==> src/rtl/portas_logicas_pkg.sv <==
// portas_logicas_pkg: shared constants for the registered logic-gate bank
package portas_logicas_pkg;
  localparam int WIDTH_DEF = 3;
endpackage

==> src/rtl/portas_logicas_core.sv <==
// portas_logicas_core: purely combinational bitwise gates and equality flag
module portas_logicas_core
  import portas_logicas_pkg::*;
#(
  parameter int WIDTH = WIDTH_DEF
) (
  input  logic [WIDTH-1:0] a,
  input  logic [WIDTH-1:0] b,
  output logic [WIDTH-1:0] s1,
  output logic [WIDTH-1:0] s2,
  output logic [WIDTH-1:0] s3,
  output logic [WIDTH-1:0] s4,
  output logic [WIDTH-1:0] s5,
  output logic [WIDTH-1:0] s6,
  output logic [WIDTH-1:0] s7,
  output logic             s8
);
  assign s1 = a & b;
  assign s2 = a | b;
  assign s3 = ~(a & b);
  assign s4 = ~(a | b);
  assign s5 = a ^ b;
  assign s6 = ~(a ^ b);
  assign s7 = ~a;
  assign s8 = (a == b);
endmodule

==> src/rtl/portas_logicas.sv <==
// portas_logicas: gate core followed by an enabled, async-reset output register bank
module portas_logicas
  import portas_logicas_pkg::*;
#(
  parameter int WIDTH = WIDTH_DEF
) (
  input  logic             clk,
  input  logic             rst_n,
  input  logic             en,
  input  logic [WIDTH-1:0] a,
  input  logic [WIDTH-1:0] b,
  output logic [WIDTH-1:0] s1,
  output logic [WIDTH-1:0] s2,
  output logic [WIDTH-1:0] s3,
  output logic [WIDTH-1:0] s4,
  output logic [WIDTH-1:0] s5,
  output logic [WIDTH-1:0] s6,
  output logic [WIDTH-1:0] s7,
  output logic             s8
);
  logic [WIDTH-1:0] s1_d, s2_d, s3_d, s4_d, s5_d, s6_d, s7_d;
  logic [WIDTH-1:0] s1_q, s2_q, s3_q, s4_q, s5_q, s6_q, s7_q;
  logic             s8_d, s8_q;

  portas_logicas_core #(.WIDTH(WIDTH)) u_core (
    .a (a),
    .b (b),
    .s1(s1_d),
    .s2(s2_d),
    .s3(s3_d),
    .s4(s4_d),
    .s5(s5_d),
    .s6(s6_d),
    .s7(s7_d),
    .s8(s8_d)
  );

  always_ff @(posedge clk or negedge rst_n)
    if (!rst_n) begin
      s1_q <= '0;
      s2_q <= '0;
      s3_q <= '0;
      s4_q <= '0;
      s5_q <= '0;
      s6_q <= '0;
      s7_q <= '0;
      s8_q <= 1'b0;
    end else if (en) begin
      s1_q <= s1_d;
      s2_q <= s2_d;
      s3_q <= s3_d;
      s4_q <= s4_d;
      s5_q <= s5_d;
      s6_q <= s6_d;
      s7_q <= s7_d;
      s8_q <= s8_d;
    end

  assign s1 = s1_q;
  assign s2 = s2_q;
  assign s3 = s3_q;
  assign s4 = s4_q;
  assign s5 = s5_q;
  assign s6 = s6_q;
  assign s7 = s7_q;
  assign s8 = s8_q;
endmodule

==> config.mk <==
export PLATFORM = sky130hd
export DESIGN_NAME = portas_logicas
export DESIGN_NICKNAME = d
export VERILOG_FILES = /design/src/rtl/portas_logicas_pkg.sv /design/src/rtl/portas_logicas_core.sv /design/src/rtl/portas_logicas.sv
export SDC_FILE = /design/constraint.sdc
export NUM_CORES = 1
export LEC_CHECK = 0
export CORE_UTILIZATION = 40
export CTS_CLUSTER_SIZE = 20
export DETAILED_ROUTE_END_ITERATION = 8
export HOLD_SLACK_MARGIN = 0.12
export PLACE_DENSITY = 0.81
export SYNTH_ARGS = -nofsm -noshare
export SYNTH_HDL_FRONTEND = slang
export SYNTH_SLANG_ARGS = --single-unit
==> constraint.sdc <==
create_clock -name clk -period 0.8 [get_ports clk]
set_input_delay 0.16 -clock clk [delete_from_list [all_inputs] [get_ports clk]]
set_output_delay 0.16 -clock clk [all_outputs]
set_load 0.05 [all_outputs]
==> results_dict.tcl, run 1 <==
set metrics [dict create \
    violations "setup timing" \
    avgRoutedWirePerCell_microns 15.3 \
    final_cells 141 \
    p_leak_nw 0.846 \
    htreeDepth 1 \
    synth_nets 86 \
    gp_congestion 0.717 \
    vias_per_cell 4.64 \
    setup.worst_path.end "s4[2]" \
    hold_viol 0 \
    syn_inst 71 \
    grt_max_degree 23 \
    ys_ff_latch 22 \
    routed_wl_mm 2.15 \
    grt_pass1_vias 736 \
    grt_antenna_before_repair 0 \
    dp_cells 135 \
    path_cells "buf_12" \
    drv_slew 0 \
    setup_ws_ns -0.277 \
    slowest_stage "dfrtp_2" \
    cp_max_fo 2 \
    grt_pass1_wl_mm 3.48 \
    yosys_warnings 0 \
    die_h_microns 51.5 \
    fillers 141 \
    arrival_ns 0.92 \
    cts_tree "built" \
    endpoint_kind "output pin" \
    critical_path.startpoint "s4[2]" \
    initial_core_util_pct 43.4 \
    first_pass_iters 1 \
    criticalPathCategory "reg2out" \
    drc_errors 0 \
    setup-tns-final_ns -6.11 \
    synthDistinctLibCells 13 \
    grt-ovfl-total 0 \
    fmax_mhz 929 \
    postCtsHoldBufs 0 \
    antenna-diode-count 0 \
    num_rows 17 \
    clkTransAtPathRegs_ns 0.12 \
    netlist_area_sq_um 978 \
    routed-via-count 654 \
    cp_num_buf_inv 1 \
    setup.reg_to_reg.worst_slack_ns -0.12 \
    r2r_end "s4[2]" \
    regArea_sq_um 578 \
    io_pins 31 \
    multi_input_area_sq_um 393 \
    ctsLongestPathBuffers 2 \
    ys_seq_area_share_pct 56.3 \
    post-dp-hpwl_mm 1.46 \
    cp_top_family "flip-flops" \
    clock-sinks 22 \
    finalSetupViolCount 33 \
    finalClockSkew_ns 0 \
    cts_root_buf "clkbuf_4" \
    drv_cap 0 \
    worstPathRequired_ns 0.64 \
    numPortBuffers 30 \
    critical_path_cell_count 1 \
    status "finished, violations left" \
    drt_iter0_markers 0 \
    pwr_density_cell_nw_per_um2 1840 \
    synthToLayoutAreaGrowth_pct 79.7 \
    die-area_sq_um 2650 \
    drive_above_1_share_pct 75.2 \
    cp-start-kind "flop" \
    post-route-min-period_ns 1.08 \
    relSlewSlack_pct 81.3 \
    die_w_microns 51.5 \
    core_sq_um 2250 \
    reg2reg_depth 2 \
    worst_slew_pin_slew_ns 0.282 \
    r2r_start "s4[2]" \
    track_usage_pct 18.9 \
    fin_nets 130 \
    hold_class "in2async" \
    cpPeakStageDelay_ns 0.45 \
    period_share_pct 135 \
    clk_latency_ns 0.31 \
    synth.avg_cell_area_sq_um 13.8 \
    grt_setup_unrepaired "true" \
    ir_worst_vdd_mv 1.51 \
    cts_made_buffers 3 \
    ant_nets 0 \
]
==> power by group <==
part	switching [mW]	internal [mW]	total, mW
Combinational	0.644	0.699	1.34
Clock	0.331	0.176	0.507
Sequential	0.137	1.25	1.39
Total	1.11	2.13	3.24
==> routing by layer <==
layer  global-route usage, %  vias to the layer above  share of wire [%]
met1                    19.9                      315                 39
met3                    2.68                        6                3.3
li1                        -                      310                  -
met4                    9.91                        0                2.6
met5                       0                        -                  0
met2                    35.7                       23                 55
==> kinds of logic after synthesis <==
logic type	count (synthesis)	synth area share, %
compound gates	3	1.92
fa+ha+maj	6	7.67
buf+inv	19	9.21
mux	19	23.9
flops	22	56.3
simple gates	2	1.02
==> layout make-up <==
cell class	count	area share [%]
timing repair buffer	42	37.2
sequential	22	32.9
multi-input combinational	30	22.3
inverter	16	4.27
tap	28	1.99
clock buffer	3	1.28
==> registers in the layout, summed over array words and instances, names as in the netlist <==
name  count
s1        3
s2        3
s3        3
s4        3
s5        3
s6        3
s7        3
s8        1
==> per-stage QoR <==
step / total power [mW] / util, % / worst slack [ns] / instance area, sq um / hold slack [ns]
after floorplan: 1.99 / - / -0.109 / 1050 / -0.136
after detailed placement: 2.71 / 73.9 / -0.769 / 1670 / 0.526
final: 3.24 / 78.0 / -0.277 / 1760 / 0.177
after global routing: 3.35 / 78.0 / -0.305 / 1760 / 0.188
after global placement: 2.68 / 73.9 / -0.730 / 1670 / 0.518
after CTS: 3.23 / 77.3 / -0.276 / 1740 / 0.189
==> cell usage after synthesis, drive strengths merged <==
| cell | n | share of area (%) |
|---|---|---|
| nor2 | 1 | 0.38 |
| nand2b | 1 | 0.64 |
| inv | 16 | 6.1 |
| mux2i | 8 | 8.2 |
| a21oi | 1 | 0.51 |
| mux2 | 11 | 16 |
| o21ai | 1 | 0.51 |
| ha | 6 | 7.7 |
| buf | 3 | 3.1 |
| dfrtp | 22 | 56 |
| o32ai | 1 | 0.90 |
==> cells in the final DEF, fill, tap and decap left out, types with 2 or more instances in the layout <==
cell,synthesis,routed
buf_6,2,2
ha_1,6,2
dlygate4sd2_1,0,4
inv_2,0,5
buf_4,1,7
mux2i_1,8,8
mux2_4,8,8
mux2_2,3,3
ha_4,0,3
clkbuf_4,0,3
buf_12,0,24
inv_1,16,9
dfrtp_2,0,22
==> how the worst min path moves through the flow <==
stage                     startpoint     to  slack [ns]
after floorplan                rst_n  s1[0]       -0.14
after global placement         rst_n  s6[0]        0.52
after detailed placement       rst_n  s6[0]        0.53
after CTS                      rst_n  s6[0]        0.19
after global routing           rst_n  s7[0]        0.19
final                          rst_n  s7[0]        0.18
==> worst register-to-register path, cell delays in order, from the launching register on <==
cell	delay (ns)
dfrtp_2	0.45
buf_6	0.12
mux2_4	0.25
==> what timing repair did <==
item / CTS / global route
buffers inserted: 1 / 1
hold endpoints to repair: 0 / 0
endpoints found under the setup margin: 44 / 34
gates cloned: 1 / 0
gates resized for setup: 22 / 3
Power figures use the tool's default switching activity.
==> run 2, diff against run 1 <==
--- a/config.mk
+++ b/config.mk
@@ -5,6 +5,7 @@
 export SDC_FILE = /design/constraint.sdc
 export NUM_CORES = 1
 export LEC_CHECK = 0
+export CAP_MARGIN = 40
 export CORE_UTILIZATION = 40
 export CTS_CLUSTER_SIZE = 20
 export DETAILED_ROUTE_END_ITERATION = 8
==> results of run 2 <==
The final DEF is identical to that of run 1; final timing and power are the same.
==> run 3, diff against run 2 <==
--- a/config.mk
+++ b/config.mk
@@ -10,7 +10,8 @@
 export CTS_CLUSTER_SIZE = 20
 export DETAILED_ROUTE_END_ITERATION = 8
 export HOLD_SLACK_MARGIN = 0.12
-export PLACE_DENSITY = 0.81
+export PLACE_DENSITY = 0.73
+export RECOVER_POWER = 50
 export SYNTH_ARGS = -nofsm -noshare
 export SYNTH_HDL_FRONTEND = slang
 export SYNTH_SLANG_ARGS = --single-unit
==> results_dict.tcl, run 3 (same netlist as run 1, synthesis figures left out) <==
set metrics [dict create \
    setup.reg_to_reg.worst_slack_ns -0.12 \
    die_h_microns 51.5 \
    critical_path.startpoint "s1[2]" \
    drc_errors 0 \
    die-area_sq_um 2650 \
    cp_top_family "flip-flops" \
    r2r_start "s5[1]" \
    clock-sinks 22 \
    cp_max_fo 2 \
    grt_pass1_wl_mm 3.75 \
    synthToLayoutAreaGrowth_pct 76.2 \
    routed-via-count 656 \
    fmax_mhz 936 \
    dp_cells 132 \
    routed_wl_mm 2.25 \
    post-route-min-period_ns 1.07 \
    first_pass_iters 4 \
    path_cells "buf_12" \
    io_pins 31 \
    avgRoutedWirePerCell_microns 16.3 \
    fin_nets 127 \
    drt_iter0_markers 3 \
    reg2reg_depth 2 \
    final_cells 138 \
    cp_num_buf_inv 1 \
    ctsLongestPathBuffers 2 \
    fillers 150 \
    setup.worst_path.end "s1[2]" \
    relSlewSlack_pct 63.8 \
    cp-start-kind "flop" \
    die_w_microns 51.5 \
    finalClockSkew_ns 0 \
    grt-ovfl-total 0 \
    htreeDepth 1 \
    p_leak_nw 0.835 \
    numPortBuffers 30 \
    clk_latency_ns 0.30 \
    cts_tree "built" \
    violations "setup timing" \
    ant_nets 0 \
    antenna-diode-count 0 \
    status "finished, violations left" \
    slowest_stage "dfrtp_2" \
    vias_per_cell 4.75 \
    drv_slew 0 \
    grt_setup_unrepaired "true" \
    initial_core_util_pct 43.4 \
    layout_commonest_cell "buf_12" \
    hold_class "in2reg" \
    num_rows 17 \
    track_usage_pct 20.2 \
    drive_above_1_share_pct 72.7 \
    ir_worst_vdd_mv 1.40 \
    r2r_end "s5[1]" \
    cts_root_buf "clkbuf_4" \
    finalSetupViolCount 33 \
    post-place-ws_ns -0.791 \
    period_share_pct 134 \
    core_sq_um 2250 \
    arrival_ns 0.91 \
    criticalPathCategory "reg2out" \
    hold_viol 0 \
    most-common-layout-cells "buf_12, dfrtp_2, inv_1, mux2_4, mux2i_1" \
    worst_slew_pin_slew_ns 0.543 \
    critical_path_cell_count 1 \
    whs_ns 0.192 \
    cts_made_buffers 3 \
    grt_antenna_before_repair 0 \
    setup_ws_ns -0.268 \
    grt_pass1_vias 735 \
    clkTransAtPathRegs_ns 0.12 \
    drv_cap 0 \
    gp_congestion 0.636 \
    worstPathRequired_ns 0.64 \
    post-dp-hpwl_mm 1.47 \
    pwr_density_cell_nw_per_um2 1870 \
    grt_max_degree 23 \
    endpoint_kind "output pin" \
    cpPeakStageDelay_ns 0.45 \
]
-- run 3: cell types whose count changed in the layout (fill, tap and decap cells not counted), moves of 2 or more --
cell / before / now
inv_1: 9 / 11
clkbuf_2: 0 / 2
buf_4: 7 / 4
inv_2: 5 / 3
-- run 3: what timing repair did --
action,CTS,global route
endpoints found under the hold margin,0,1
gates cloned,1,0
setup endpoints to repair,44,34
gates resized for setup,20,5
pin swaps,0,1
setup buffers,1,0
hold buffers,0,1
-- run 3: worst min path at each step --
stage	start	end	slack, ns	depth (start not counted)
floorplan	rst_n	s1[0]	-0.14	0
global placement	rst_n	s1[2]	0.52	2
detailed placement	rst_n	s3[2]	0.53	2
CTS	rst_n	s1[2]	0.19	2
global route	a[2]	s7[2]	0.18	3
finish	a[2]	s7[2]	0.19	3
-- run 3: worst reg2reg max path: stages (launching register included) --
cell and delay [ns]:
dfrtp_2 0.45, buf_6 0.12, mux2_4 0.25
-- run 3: layout make-up --
type,count,area (sq um),area share (%)
well taps,28,35.0,2.03
clock buffers,3,22.5,1.31
multi-input cells,30,402,23.3
repair buffers,39,612,35.5
inverters,16,75.1,4.35
flip-flops and latches,22,578,33.5
-- run 3: routing by layer --
layer	wire length (microns)	vias up	part of all wire [%]	global-route usage [%]
met1	925	328	41	23.0
li1	-	302	-	-
met4	15	0	0.67	8.11
met3	118	2	5.2	4.17
met5	0	-	0	0
met2	1190	24	53	36.1
-- run 3: per-stage QoR --
step	TNS [ns]	power, mW	util, %	cell area (sq um)
after floorplan	-1.22	1.99	-	1050
after global placement	-11.22	2.67	72.9	1640
after detailed placement	-11.74	2.70	72.9	1640
after CTS	-6.14	3.24	76.6	1730
after global routing	-6.97	3.37	76.5	1720
final	-5.99	3.23	76.5	1720
-- run 3: where the power goes --
part / total (mW) / internal, mW / switching, mW
sequential: 1.39 / 1.25 / 0.135
combinational: 1.34 / 0.692 / 0.652
clock: 0.497 / 0.176 / 0.321
